==> src/rtl/mult_div_unit.sv <==
// mult_div_unit
//   Iterative multiply/divide unit with architectural HI/LO registers.
//   One multiplier bit (shift-add) or one quotient bit (restoring division)
//   is processed per RUN cycle, so an operation takes W RUN cycles plus one
//   FIX cycle in which signs are applied and HI/LO are written.
//
// Ports
//   clk      in   rising-edge clock
//   rst      in   asynchronous, active-low reset
//   start    in   begin an operation (accepted only in IDLE)
//   op       in   00 MULTU, 01 MULT, 10 DIVU, 11 DIV
//   Rs_data  in   W  multiplicand / dividend; also the mthi/mtlo source
//   Rt_data  in   W  multiplier / divisor
//   mthi     in   write Rs_data into HI (IDLE with start=0 only)
//   mtlo     in   write Rs_data into LO (IDLE with start=0 only)
//   busy     out  operation in progress (RUN or FIX)
//   done     out  one-cycle pulse; HI/LO hold the new result while high
//   hi       out  W  product upper half, or remainder
//   lo       out  W  product lower half, or quotient
module mult_div_unit #(
  parameter int W = 32
) (
  input  logic         clk,
  input  logic         rst,
  input  logic         start,
  input  logic [1:0]   op,
  input  logic [W-1:0] Rs_data,
  input  logic [W-1:0] Rt_data,
  input  logic         mthi,
  input  logic         mtlo,
  output logic         busy,
  output logic         done,
  output logic [W-1:0] hi,
  output logic [W-1:0] lo
);

  localparam int CW = (W > 1) ? $clog2(W) : 1;

  typedef enum logic [1:0] {
    S_IDLE = 2'd0,
    S_RUN  = 2'd1,
    S_FIX  = 2'd2
  } state_t;

  state_t         state_q, state_d;
  logic [CW-1:0]  cnt_q, cnt_d;
  logic           is_div_q, is_div_d;
  logic           neg_q, neg_d;          // negate product / quotient
  logic           rem_neg_q, rem_neg_d;  // negate remainder (dividend was negative)
  logic           div_zero_q, div_zero_d;
  logic [W-1:0]   opnd_q, opnd_d;        // multiplicand (mul) or divisor (div)
  logic [W-1:0]   acc_hi_q, acc_hi_d;    // product upper half / partial remainder
  logic [W-1:0]   acc_lo_q, acc_lo_d;    // multiplier bits / dividend -> quotient
  logic [W-1:0]   hi_q, hi_d;
  logic [W-1:0]   lo_q, lo_d;
  logic           busy_q, busy_d;
  logic           done_q, done_d;

  logic           rs_neg_s, rt_neg_s;
  logic [W-1:0]   rs_mag_s, rt_mag_s;
  logic [W:0]     mul_sum_s;
  logic [W:0]     div_trial_s;
  logic [W:0]     div_diff_s;
  logic [2*W-1:0] prod_neg_s;

  // Operand magnitudes and the per-iteration datapath arithmetic.
  always_comb begin
    rs_neg_s    = op[0] & Rs_data[W-1];
    rt_neg_s    = op[0] & Rt_data[W-1];
    rs_mag_s    = rs_neg_s ? (~Rs_data + W'(1)) : Rs_data;
    rt_mag_s    = rt_neg_s ? (~Rt_data + W'(1)) : Rt_data;
    // Shift-add: add multiplicand when the current multiplier bit is set;
    // the carry becomes the new top bit after the right shift.
    mul_sum_s   = {1'b0, acc_hi_q} + (acc_lo_q[0] ? {1'b0, opnd_q} : {(W+1){1'b0}});
    // Restoring division: shift next dividend bit into the remainder and
    // try subtracting the divisor; a borrow in bit W means "restore".
    div_trial_s = {acc_hi_q, acc_lo_q[W-1]};
    div_diff_s  = div_trial_s - {1'b0, opnd_q};
    prod_neg_s  = ~{acc_hi_q, acc_lo_q} + {{(2*W-1){1'b0}}, 1'b1};
  end

  // Next-state logic for the IDLE/RUN/FIX sequencer and all registers.
  always_comb begin
    state_d    = state_q;
    cnt_d      = cnt_q;
    is_div_d   = is_div_q;
    neg_d      = neg_q;
    rem_neg_d  = rem_neg_q;
    div_zero_d = div_zero_q;
    opnd_d     = opnd_q;
    acc_hi_d   = acc_hi_q;
    acc_lo_d   = acc_lo_q;
    hi_d       = hi_q;
    lo_d       = lo_q;
    busy_d     = busy_q;
    done_d     = 1'b0;

    case (state_q)
      S_IDLE: begin
        if (start) begin
          state_d    = S_RUN;
          busy_d     = 1'b1;
          cnt_d      = CW'(W - 1);
          is_div_d   = op[1];
          neg_d      = rs_neg_s ^ rt_neg_s;
          rem_neg_d  = rs_neg_s;
          div_zero_d = op[1] & (Rt_data == {W{1'b0}});
          acc_hi_d   = {W{1'b0}};
          if (op[1]) begin
            opnd_d   = rt_mag_s;
            acc_lo_d = rs_mag_s;
          end else begin
            opnd_d   = rs_mag_s;
            acc_lo_d = rt_mag_s;
          end
        end else begin
          busy_d = 1'b0;
          if (mthi) begin
            hi_d = Rs_data;
          end else begin
            hi_d = hi_q;
          end
          if (mtlo) begin
            lo_d = Rs_data;
          end else begin
            lo_d = lo_q;
          end
        end
      end

      S_RUN: begin
        if (is_div_q) begin
          if (!div_diff_s[W]) begin
            acc_hi_d = div_diff_s[W-1:0];
            acc_lo_d = {acc_lo_q[W-2:0], 1'b1};
          end else begin
            acc_hi_d = div_trial_s[W-1:0];
            acc_lo_d = {acc_lo_q[W-2:0], 1'b0};
          end
        end else begin
          {acc_hi_d, acc_lo_d} = {mul_sum_s, acc_lo_q[W-1:1]};
        end
        if (cnt_q == {CW{1'b0}}) begin
          state_d = S_FIX;
        end else begin
          cnt_d = cnt_q - CW'(1);
        end
      end

      S_FIX: begin
        state_d = S_IDLE;
        busy_d  = 1'b0;
        done_d  = 1'b1;
        if (is_div_q) begin
          // Divide by zero leaves the remainder equal to the dividend, which
          // after the remainder sign fix is Rs_data unchanged.
          if (div_zero_q) begin
            lo_d = {W{1'b1}};
          end else if (neg_q) begin
            lo_d = ~acc_lo_q + W'(1);
          end else begin
            lo_d = acc_lo_q;
          end
          if (rem_neg_q) begin
            hi_d = ~acc_hi_q + W'(1);
          end else begin
            hi_d = acc_hi_q;
          end
        end else begin
          if (neg_q) begin
            {hi_d, lo_d} = prod_neg_s;
          end else begin
            {hi_d, lo_d} = {acc_hi_q, acc_lo_q};
          end
        end
      end

      default: begin
        state_d = S_IDLE;
        busy_d  = 1'b0;
      end
    endcase
  end

  // State and output registers; reset aborts any operation in flight.
  always_ff @(posedge clk or negedge rst) begin
    if (!rst) begin
      state_q    <= S_IDLE;
      cnt_q      <= {CW{1'b0}};
      is_div_q   <= 1'b0;
      neg_q      <= 1'b0;
      rem_neg_q  <= 1'b0;
      div_zero_q <= 1'b0;
      opnd_q     <= {W{1'b0}};
      acc_hi_q   <= {W{1'b0}};
      acc_lo_q   <= {W{1'b0}};
      hi_q       <= {W{1'b0}};
      lo_q       <= {W{1'b0}};
      busy_q     <= 1'b0;
      done_q     <= 1'b0;
    end else begin
      state_q    <= state_d;
      cnt_q      <= cnt_d;
      is_div_q   <= is_div_d;
      neg_q      <= neg_d;
      rem_neg_q  <= rem_neg_d;
      div_zero_q <= div_zero_d;
      opnd_q     <= opnd_d;
      acc_hi_q   <= acc_hi_d;
      acc_lo_q   <= acc_lo_d;
      hi_q       <= hi_d;
      lo_q       <= lo_d;
      busy_q     <= busy_d;
      done_q     <= done_d;
    end
  end

  assign busy = busy_q;
  assign done = done_q;
  assign hi   = hi_q;
  assign lo   = lo_q;

endmodule

==> config.mk <==
export PLATFORM = sky130hd
export DESIGN_NAME = mult_div_unit
export DESIGN_NICKNAME = d
export VERILOG_FILES = /design/src/rtl/mult_div_unit.sv
export SDC_FILE = /design/constraint.sdc
export NUM_CORES = 1
export LEC_CHECK = 0
export CORE_UTILIZATION = 45
export CTS_CLUSTER_DIAMETER = 50
export DETAILED_ROUTE_END_ITERATION = 16
export GPL_TIMING_DRIVEN = 0
export MAX_ROUTING_LAYER = met4
export PLACE_DENSITY = 0.66
export SYNTH_ARGS = -nofsm -noshare
export SYNTH_HDL_FRONTEND = slang
export SYNTH_SLANG_ARGS = --single-unit
==> constraint.sdc <==
create_clock -name clk -period 3.7 [get_ports clk]
set_clock_uncertainty 0.2 [all_clocks]
set_input_delay 0.555 -clock clk [delete_from_list [all_inputs] [get_ports clk]]
set_output_delay 0.555 -clock clk [all_outputs]
set_load 0.01 [all_outputs]
### Yosys cells after proc, flatten, opt, wreduce, memory -nomap -nowiden

Index checks and enable logic that the tools add are counted.

| word-level totals | value |
|---|---|
| bits in writable memories | 0 |
| memories kept | 0 |
| bits in latches | 0 |
| memory bits (read-only) | 0 |
| word-level logic and storage cells | 84 |
| input port bits | 71 |
| bits in registers | 173 |

| cells by class | value |
|---|---|
| reduce and logical (&&, ||, !) cells | 11 |
| divide/modulo/power cells | 0 |
| multiply operators | 0 |
| eq/ne operators | 8 |
| bitwise logic cells | 9 |
| muxes and demuxes | 35 |
| shift operators | 0 |
| add/sub/neg operators | 8 |
| magnitude comparators | 0 |

Operator list:

| operator | number |
|---|---|
| $mux 32 | 21 |
| $pmux 32 s2 | 4 |
| $add 32x1->32 const B | 4 |
| $not 32->32 | 4 |
| $add 64x1->64 const B | 1 |
| $not 64->64 | 1 |
| $add 32x32->33 | 1 |
| $sub 33x32->33 | 1 |
| $logic_not 32->1 | 1 |
| $ne 2x2->1 const B | 6 |
| $mux 5 | 2 |
| $pmux 5 s2 | 1 |
| $reduce_and 3->1 | 3 |
| $reduce_and 2->1 | 3 |
| $logic_not 5->1 | 1 |
| $sub 5x1->5 const B | 1 |
| $mux 2 | 2 |
| $pmux 2 s2 | 1 |
| $reduce_bool 2->1 | 2 |
| $and 1x1->1 | 3 |
| $mux 1 | 3 |
| $eq 2x1->1 const B | 1 |
| $eq 2x2->1 const B | 1 |
| $logic_not 2->1 | 1 |
| 2 further kinds | 2 |

### Logic depth before layout (Yosys ltp)

Gate-level depths: netlist of run 1.

| logic depth | value |
|---|---|
| depth in word-level cells | 6 |
| gate-level depth with buffers | 15 |

### Least setup slack after synthesis of run 1

No wires, ideal clock.

| timing path | value |
|---|---|
| path kind | reg2reg |
| from | register acc_lo_q[31] |
| to | register acc_hi_q[0] |
| arrival | 3.115 ns |
| stages on the path, launching flop included | 14 |
| clock period less this slack | 3.405 ns |
| path buffers | 1 |
| path slack | 0.295 ns |
| path through | dfrtp_1 -> inv_1 -> ha_1 -> fa_1 -> nor2b_1 -> o31a_1 -> o21ai_1 -> o211ai_1 -> a211oi_2 -> or3_1 -> nand3_1 -> buf_6 -> mux2_2 -> o221ai_1 |

| on the way | value |
|---|---|
| cells in the longest elaborated chain, start to end | 4 |

Ends and longest elaborated chain:

| element | line | text |
|---|---|---|
| start: declaration | 53 | `logic [W-1:0] acc_lo_q, acc_lo_d;` |
| start signal: assignment | 196 | `acc_lo_q <= {W{1'b0}};` |
| start signal: assignment | 210 | `acc_lo_q <= acc_lo_d;` |
| $sub 33x32->33 | 78 | `div_diff_s = div_trial_s - {1'b0, opnd_q};` |
| $mux 32 (*) | 133 | `if (!div_diff_s[W]) begin` |
| $mux 32 (*) | 132 | `if (is_div_q) begin` |
| $pmux 32 s2 (*) | 98 | `case (state_q)` |
| end signal: assignment | 195 | `acc_hi_q <= {W{1'b0}};` |
| end signal: assignment | 209 | `acc_hi_q <= acc_hi_d;` |
| end: declaration | 52 | `logic [W-1:0] acc_hi_q, acc_hi_d;` |

Mark *: on every way between the ends. The rest lies on a longest branch, timed or not.
A chain may end at the register's enable or synchronous reset.

### Final worst setup path of run 1

| timing path | value |
|---|---|
| from | register acc_lo_q[15] |
| to | register hi_q[24], in the netlist hi[24] |

| on the way | value |
|---|---|
| cells in the longest elaborated chain, start to end | 5 |

Ends and longest elaborated chain:

| element | line | text |
|---|---|---|
| $not 64->64 | 79 | `prod_neg_s = ~{acc_hi_q, acc_lo_q} + {{(2*W-1){1'b0}}, 1'b1};` |
| $add 64x1->64 | 79 |  |
| $mux 32 | 170 | `if (neg_q) begin` |
| $mux 32 | 154 | `if (is_div_q) begin` |
| $pmux 32 s2 | 98 |  |
| end signal: assignment | 197 | `hi_q <= {W{1'b0}};` |
| end signal: assignment | 211 | `hi_q <= hi_d;` |
| end: declaration | 54 | `logic [W-1:0] hi_q, hi_d;` |

No other way between the ends.

==> results of run 1 <==
stage by stage:
step / utilization, % / total power [mW] / TNS, ns
final: 55.3 / 19.6 / 0
after global routing: 55.3 / 20.9 / -0.0414
after CTS: 54.3 / 18.6 / 0
after detailed placement: 51.6 / 16.2 / -49.46
after global placement: 51.5 / 16.1 / -1005.94
after floorplan: - / 12.2 / 0
placed cells by master (no fill, tap or decap), types with 72 or more instances in the layout:
master / synthesis / routed
o21ai_0: 153 / 151
xnor2_1: 73 / 72
mux2i_1: 83 / 83
xor2_1: 100 / 100
clkdlybuf4s50_1: 0 / 132
nor2_1: 152 / 151
dfrtp_1: 173 / 167
nand2_1: 182 / 180
clkbuf_1: 106 / 101
a21oi_1: 171 / 163
cell families after synthesis:
kind of cell / count (synthesis) / share of synthesized area (%)
DFF: 173 / 29.0
adders and majority gates: 72 / 6.14
xor gates and xnor gates: 173 / 10.2
AOI/OAI and AO/OA: 622 / 26.6
buffers and inverters: 189 / 4.91
muxes: 89 / 6.02
and+or+nand+nor: 538 / 17.2
state kept, by name, indices dropped and copies added (netlist names):
| register | count |
|---|---|
| neg_q | 1 |
| hi | 32 |
| is_div_q | 1 |
| busy | 1 |
| state_q | 2 |
| opnd_q | 32 |
| lo | 32 |
| acc_hi_q | 32 |
| rem_neg_q | 1 |
| done | 1 |
| div_zero_q | 1 |
| cnt_q | 5 |
| acc_lo_q | 32 |
critical path, stage by stage (launching register included):
cell     delay, ns
dfrtp_1       0.45
or3_1         0.38
buf_2         0.16
or3_4         0.38
or4_4         0.54
or2_4         0.30
nand2_2       0.22
o21ai_1       0.26
nor2_2        0.26
xor2_1        0.24
o21ai_1       0.09
area by class of cell:
class	instances	area [µm²]
antenna	1	2.50
sequential	173	4340
fill	3178	14600
multi-input combinational	1494	10200
inverter	72	275
clock inverter	13	91.3
tap	442	553
clock buffer	19	443
buffer	114	503
timing repair buffer	169	1670
report_power, final:
part           internal, mW  switching, mW
Combinational          5.89           7.94
Clock                 0.880          0.865
Sequential             2.86           1.13
Total                  9.63           9.93
what timing repair did:
action                                 4_1_cts  5_1_grt
endpoints found under the hold margin       70        0
pin swaps                                    6       14
buffers inserted                            21       11
setup endpoints to repair                   78       50
gates resized for setup                     45       44
gates cloned                                 0        2
hold buffers                                 1        0
worst max path at each step:
| stage | from | to | slack [ns] | depth (start not counted) |
|---|---|---|---|---|
| global route | Rs_data[10] | acc_lo_q[26] | -0.02 | 10 |
| detailed placement | acc_lo_q[31] | acc_hi_q[27] | -1.05 | 12 |
| CTS | acc_lo_q[0] | acc_hi_q[26] | 0.01 | 13 |
| global placement | rst | acc_hi_q[26] | -5.57 | 1 |
| finish | acc_lo_q[15] | hi[24] | 0.06 | 10 |
| floorplan | acc_lo_q[31] | acc_hi_q[0] | 0.29 | 13 |
per-layer routing:
metal,up-vias,part of all wire [%],track usage [%]
met5,-,0,-
met4,0,2.6,9.87
met3,90,8.2,4.80
met2,764,43,52.9
met1,7703,46,53.1
li1,7152,-,-
==> impl_metrics.ini, run 1 <==
[status]
status = finished, final reports clean

[power]
irDropWorstVdd_mv = 0.511
power_density_nw_per_um2 = 1090
p_leak_nw = 7.31

[placed_design]
place_hpwl_um = 46200
place_area_um2 = 16800
dp_cells = 2432
pre_cts_slack_ns = -1.05
gp_congestion = 0.983
io_buffers = 133

[clock_network]
cts.sinks = 173
clockBufferDepth = 2
cts-htree-levels = 4
path_clk_slew_ns = 0.07
clk_latency_ns = 0.45
root_buffer = clkbuf_16
cts_tree = yes
numCtsBuffers = 17

[setup_path]
end_kind = flop
critPathLaunchType = flop
critPathMaxFanout = 8
worst-setup-path-type = flop to flop
required_ns = 3.79
cp.arrival_ns = 3.73
rr_worst_depth = 10
reg2reg_to = hi[24]
reg2reg_from = acc_lo_q[15]
ff2ff_setup_slack_ns = 0.06

[worst_hold_path]
holdPathStages = 2
hp-class = flop to flop
min_from = opnd_q[24]
hold_path_end = opnd_q[24]

[die]
die_area_um2 = 33900
die_h_um = 184
core_area_um2 = 32600
start_util_pct = 45.7
io_pins = 137
num_rows = 66
chipWidth_um = 184

[synthesis]
yosysUniqueCellTypes = 76
ys.flop_type = dfrtp_1
synth.most_common_cell = nand2_1
netlist_area_um2 = 14900
synth_area_leaders = dfrtp_1 29%, ha_1 5.9%, xor2_1 5.9%, a21oi_1 5.7%, mux2i_1 5.6%
synth_warnings = 0
ys_seq_elements = 173
syn_avg_cell_area_um2 = 8.04
synth-edff-count = 0
yosys.area.top_type = dfrtp_1
synth-seq-area-share_pct = 29.0
syn-num-nets = 1999
syn_inst = 1856
async_reset_ff_share_pct = 100
synth_commonest_cells = 182 x nand2_1, 173 x dfrtp_1, 171 x a21oi_1
synth_top_area_share_pct = 29.0

[global_route]
track_usage_pct = 36.5
antenna_found_initial = 2
grt_pass1_wl_um = 89600
gr-total-overflow = 0
grt_pass1_vias = 14237
grt_start_max_net_pins = 104

[cells_and_area]
area_growth_pct = 20.8
layout-drive-gt1-share_pct = 7.64
stdcell_area_um2 = 18000
fin_cells = 2497
final_nets = 2184

[route]
vias_per_cell = 6.29
post-route-drc-count = 0
wl_per_cell_um = 24.1
vias = 15709
first_iter_violations = 1705
firstDrtPassIters = 7
drt_wl_total_um = 60200
drtAntennaViolNets = 0

[sta]
relSlewSlack_pct = 19.2
hold_ws_ns = 0.285
final-hold-violation-count = 0
max_freq_mhz = 275
period_needed_ns = 3.64
tightest_slew_ns = 1.21
slew_violations = 0
finalWorstSetupSlack_ns = 0.0644
fin_crit_sh_pct = 98.3
setup_viol = 0

[run]
maxCapViolations = 0
No activity file was read; power rests on OpenSTA's default activity.
==> inputs of run 2 (changes only) <==
--- a/config.mk
+++ b/config.mk
@@ -5,6 +5,7 @@
 export SDC_FILE = /design/constraint.sdc
 export NUM_CORES = 1
 export LEC_CHECK = 0
+export CAP_MARGIN = 5
 export CORE_UTILIZATION = 45
 export CTS_CLUSTER_DIAMETER = 50
 export DETAILED_ROUTE_END_ITERATION = 16
==> results of run 2 <==
Same layout as run 1: the final DEF is identical, and so are final timing and power.
==> inputs of run 3 (changes only) <==
--- a/config.mk
+++ b/config.mk
@@ -9,9 +9,8 @@
 export CORE_UTILIZATION = 45
 export CTS_CLUSTER_DIAMETER = 50
 export DETAILED_ROUTE_END_ITERATION = 16
-export GPL_TIMING_DRIVEN = 0
 export MAX_ROUTING_LAYER = met4
-export PLACE_DENSITY = 0.66
+export PLACE_DENSITY = 0.62
 export SYNTH_ARGS = -nofsm -noshare
 export SYNTH_HDL_FRONTEND = slang
 export SYNTH_SLANG_ARGS = --single-unit
==> run 3 against run 2 <==
Effect of this change:
- worst hold slack better by 0.0016 ns
- critical endpoint is now acc_hi_q[1]
- count of clock-buffer cells in the layout unchanged
- register-to-register slack better by 0.11 ns
- clock power up 6%
- highest routed layer unchanged
- combinational power about the same
- critical path depth up 5
==> impl_metrics.ini, run 3 (synthesized netlist as in run 1, its figures left out) <==
[sta]
setup_viol = 0
period_needed_ns = 3.53
max_freq_mhz = 283
relSlewSlack_pct = 17.5
hold_ws_ns = 0.287
final-hold-violation-count = 0
tightest_slew_ns = 1.24
rsz0062_at_grt = false
slew_violations = 0
fin_crit_sh_pct = 95.4

[setup_path]
end_kind = flop
rr_worst_depth = 15
critPathLaunchType = flop
cp.arrival_ns = 3.65
reg2reg_from = acc_lo_q[31]
reg2reg_to = acc_hi_q[1]
required_ns = 3.82
critPathMaxFanout = 7
ff2ff_setup_slack_ns = 0.17
worst-setup-path-type = flop to flop

[worst_hold_path]
hold_path_end = opnd_q[3]
min_from = opnd_q[3]
holdPathStages = 2
hp-class = flop to flop

[global_route]
use_met3_pct = 4.62
grt_busiest_layer = met2
grt_start_max_net_pins = 73
use_met1_pct = 45.5
gr-total-overflow = 0
grt_pass1_vias = 14347
grt_pass1_wl_um = 84300
antenna_found_initial = 0
met2_usage_pct = 52.2
track_usage_pct = 33.8

[cells_and_area]
fin_cells = 2519
num-fill-cells = 3137
layout-drive-gt1-share_pct = 12.1
final_nets = 2207
num_antenna_cells = 0
final_common_cell = nand2_1
area_growth_pct = 23.4
final_cell_mix = 181 x nand2_1, 172 x dfrtp_1, 169 x a21oi_1, 162 x buf_4, 153 x o21ai_0

[clock_network]
clk_latency_ns = 0.45
cts.sinks = 173
path_clk_slew_ns = 0.07
root_buffer = clkbuf_16
cts_tree = yes
clockBufferDepth = 2
numCtsBuffers = 17
cts-htree-levels = 4

[route]
drt_wl_total_um = 55200
vias = 15202
first_iter_violations = 1481
vias_per_cell = 6.03
post-route-drc-count = 0
firstDrtPassIters = 6
drtAntennaViolNets = 0
wl_per_cell_um = 21.9

[run]
maxCapViolations = 0

[placed_design]
gp_congestion = 0.974
io_buffers = 136
place_hpwl_um = 42300
dp_cells = 2485

[die]
core_area_um2 = 32600
num_rows = 66
die_h_um = 184
io_pins = 137
chipWidth_um = 184
start_util_pct = 45.7
die_area_um2 = 33900

[power]
power_density_nw_per_um2 = 1060
p_leak_nw = 7.77
irDropWorstVdd_mv = 0.670

[status]
status = finished, final reports clean
-- run 3: cell count changes in the layout (fill, tap and decap cells not counted), moves of 4 or more --
cell / delta
a21oi_1: +6
a21oi_2: -6
buf_1: -6
buf_12: +4
buf_4: +131
clkbuf_1: -101
dfrtp_1: +5
dfrtp_2: -5
ha_1: +4
-- run 3: report_power, final --
part           total [mW]  internal, mW  switching (mW)
Clock                1.86         0.980           0.880
Combinational        13.9          6.06            7.82
Sequential           3.72          2.86           0.857
-- run 3: layout make-up --
class                      instances  area, µm²  share of cell area (%)
clock buffer                      19        453                    2.46
clock inverter                    13        129                   0.700
inverter                          72        270                    1.47
multi-input combinational       1494       9960                    54.1
sequential                       173       4330                    23.5
tap                              442        553                    3.00
timing repair buffer             306       2720                    14.8
-- run 3: metrics by stage --
| step | setup TNS, ns | power [mW] | setup slack, ns | area, µm² | util [%] |
|---|---|---|---|---|---|
| final | 0 | 19.5 | 0.171 | 18400 | 56.5 |
| after global routing | 0 | 20.9 | 0.00291 | 18400 | 56.5 |
| after CTS | 0 | 19.1 | 0.0847 | 18300 | 56.2 |
| after detailed placement | -0.184 | 17.1 | -0.129 | 17700 | 54.4 |
| after global placement | -0.146 | 17.0 | -0.127 | 17700 | 54.4 |
| after floorplan | 0 | 12.2 | 0.295 | 14900 | - |
-- run 3: routing by layer --
layer  vias up  wire length [µm]
met1      7323             24700
met2       605             25000
met4         0              1670
met3        84              3840
met5         -                 0
li1       7190                 -
-- run 3: worst max-delay path by stage --
stage / start / cells after the start / endpoint
floorplan: acc_lo_q[31] / 13 / acc_hi_q[0]
finish: acc_lo_q[31] / 15 / acc_hi_q[1]
global route: acc_lo_q[31] / 15 / acc_hi_q[30]
CTS: opnd_q[16] / 13 / acc_hi_q[1]
global placement: Rt_data[9] / 10 / acc_lo_q[31]
detailed placement: Rt_data[9] / 10 / acc_lo_q[31]
-- run 3: worst max-delay path, stage by stage (launching register included) --
cell	delay, ns
dfrtp_1	0.38
inv_1	0.07
ha_1	0.18
fa_2	0.23
nor2b_2	0.05
o31a_1	0.34
o21ai_1	0.23
o211ai_1	0.13
buf_4	0.18
a211oi_4	0.32
or3_1	0.19
nand3_1	0.14
buf_12	0.20
buf_4	0.15
mux2i_1	0.12
a221o_1	0.29
-- run 3: timing repair --
action / 4_1_cts / 5_1_grt
setup endpoints to repair: 0 / 31
gates resized for setup: 0 / 17
endpoints found under the hold margin: 23 / 0
setup buffers: 0 / 1
hold buffers: 1 / 0
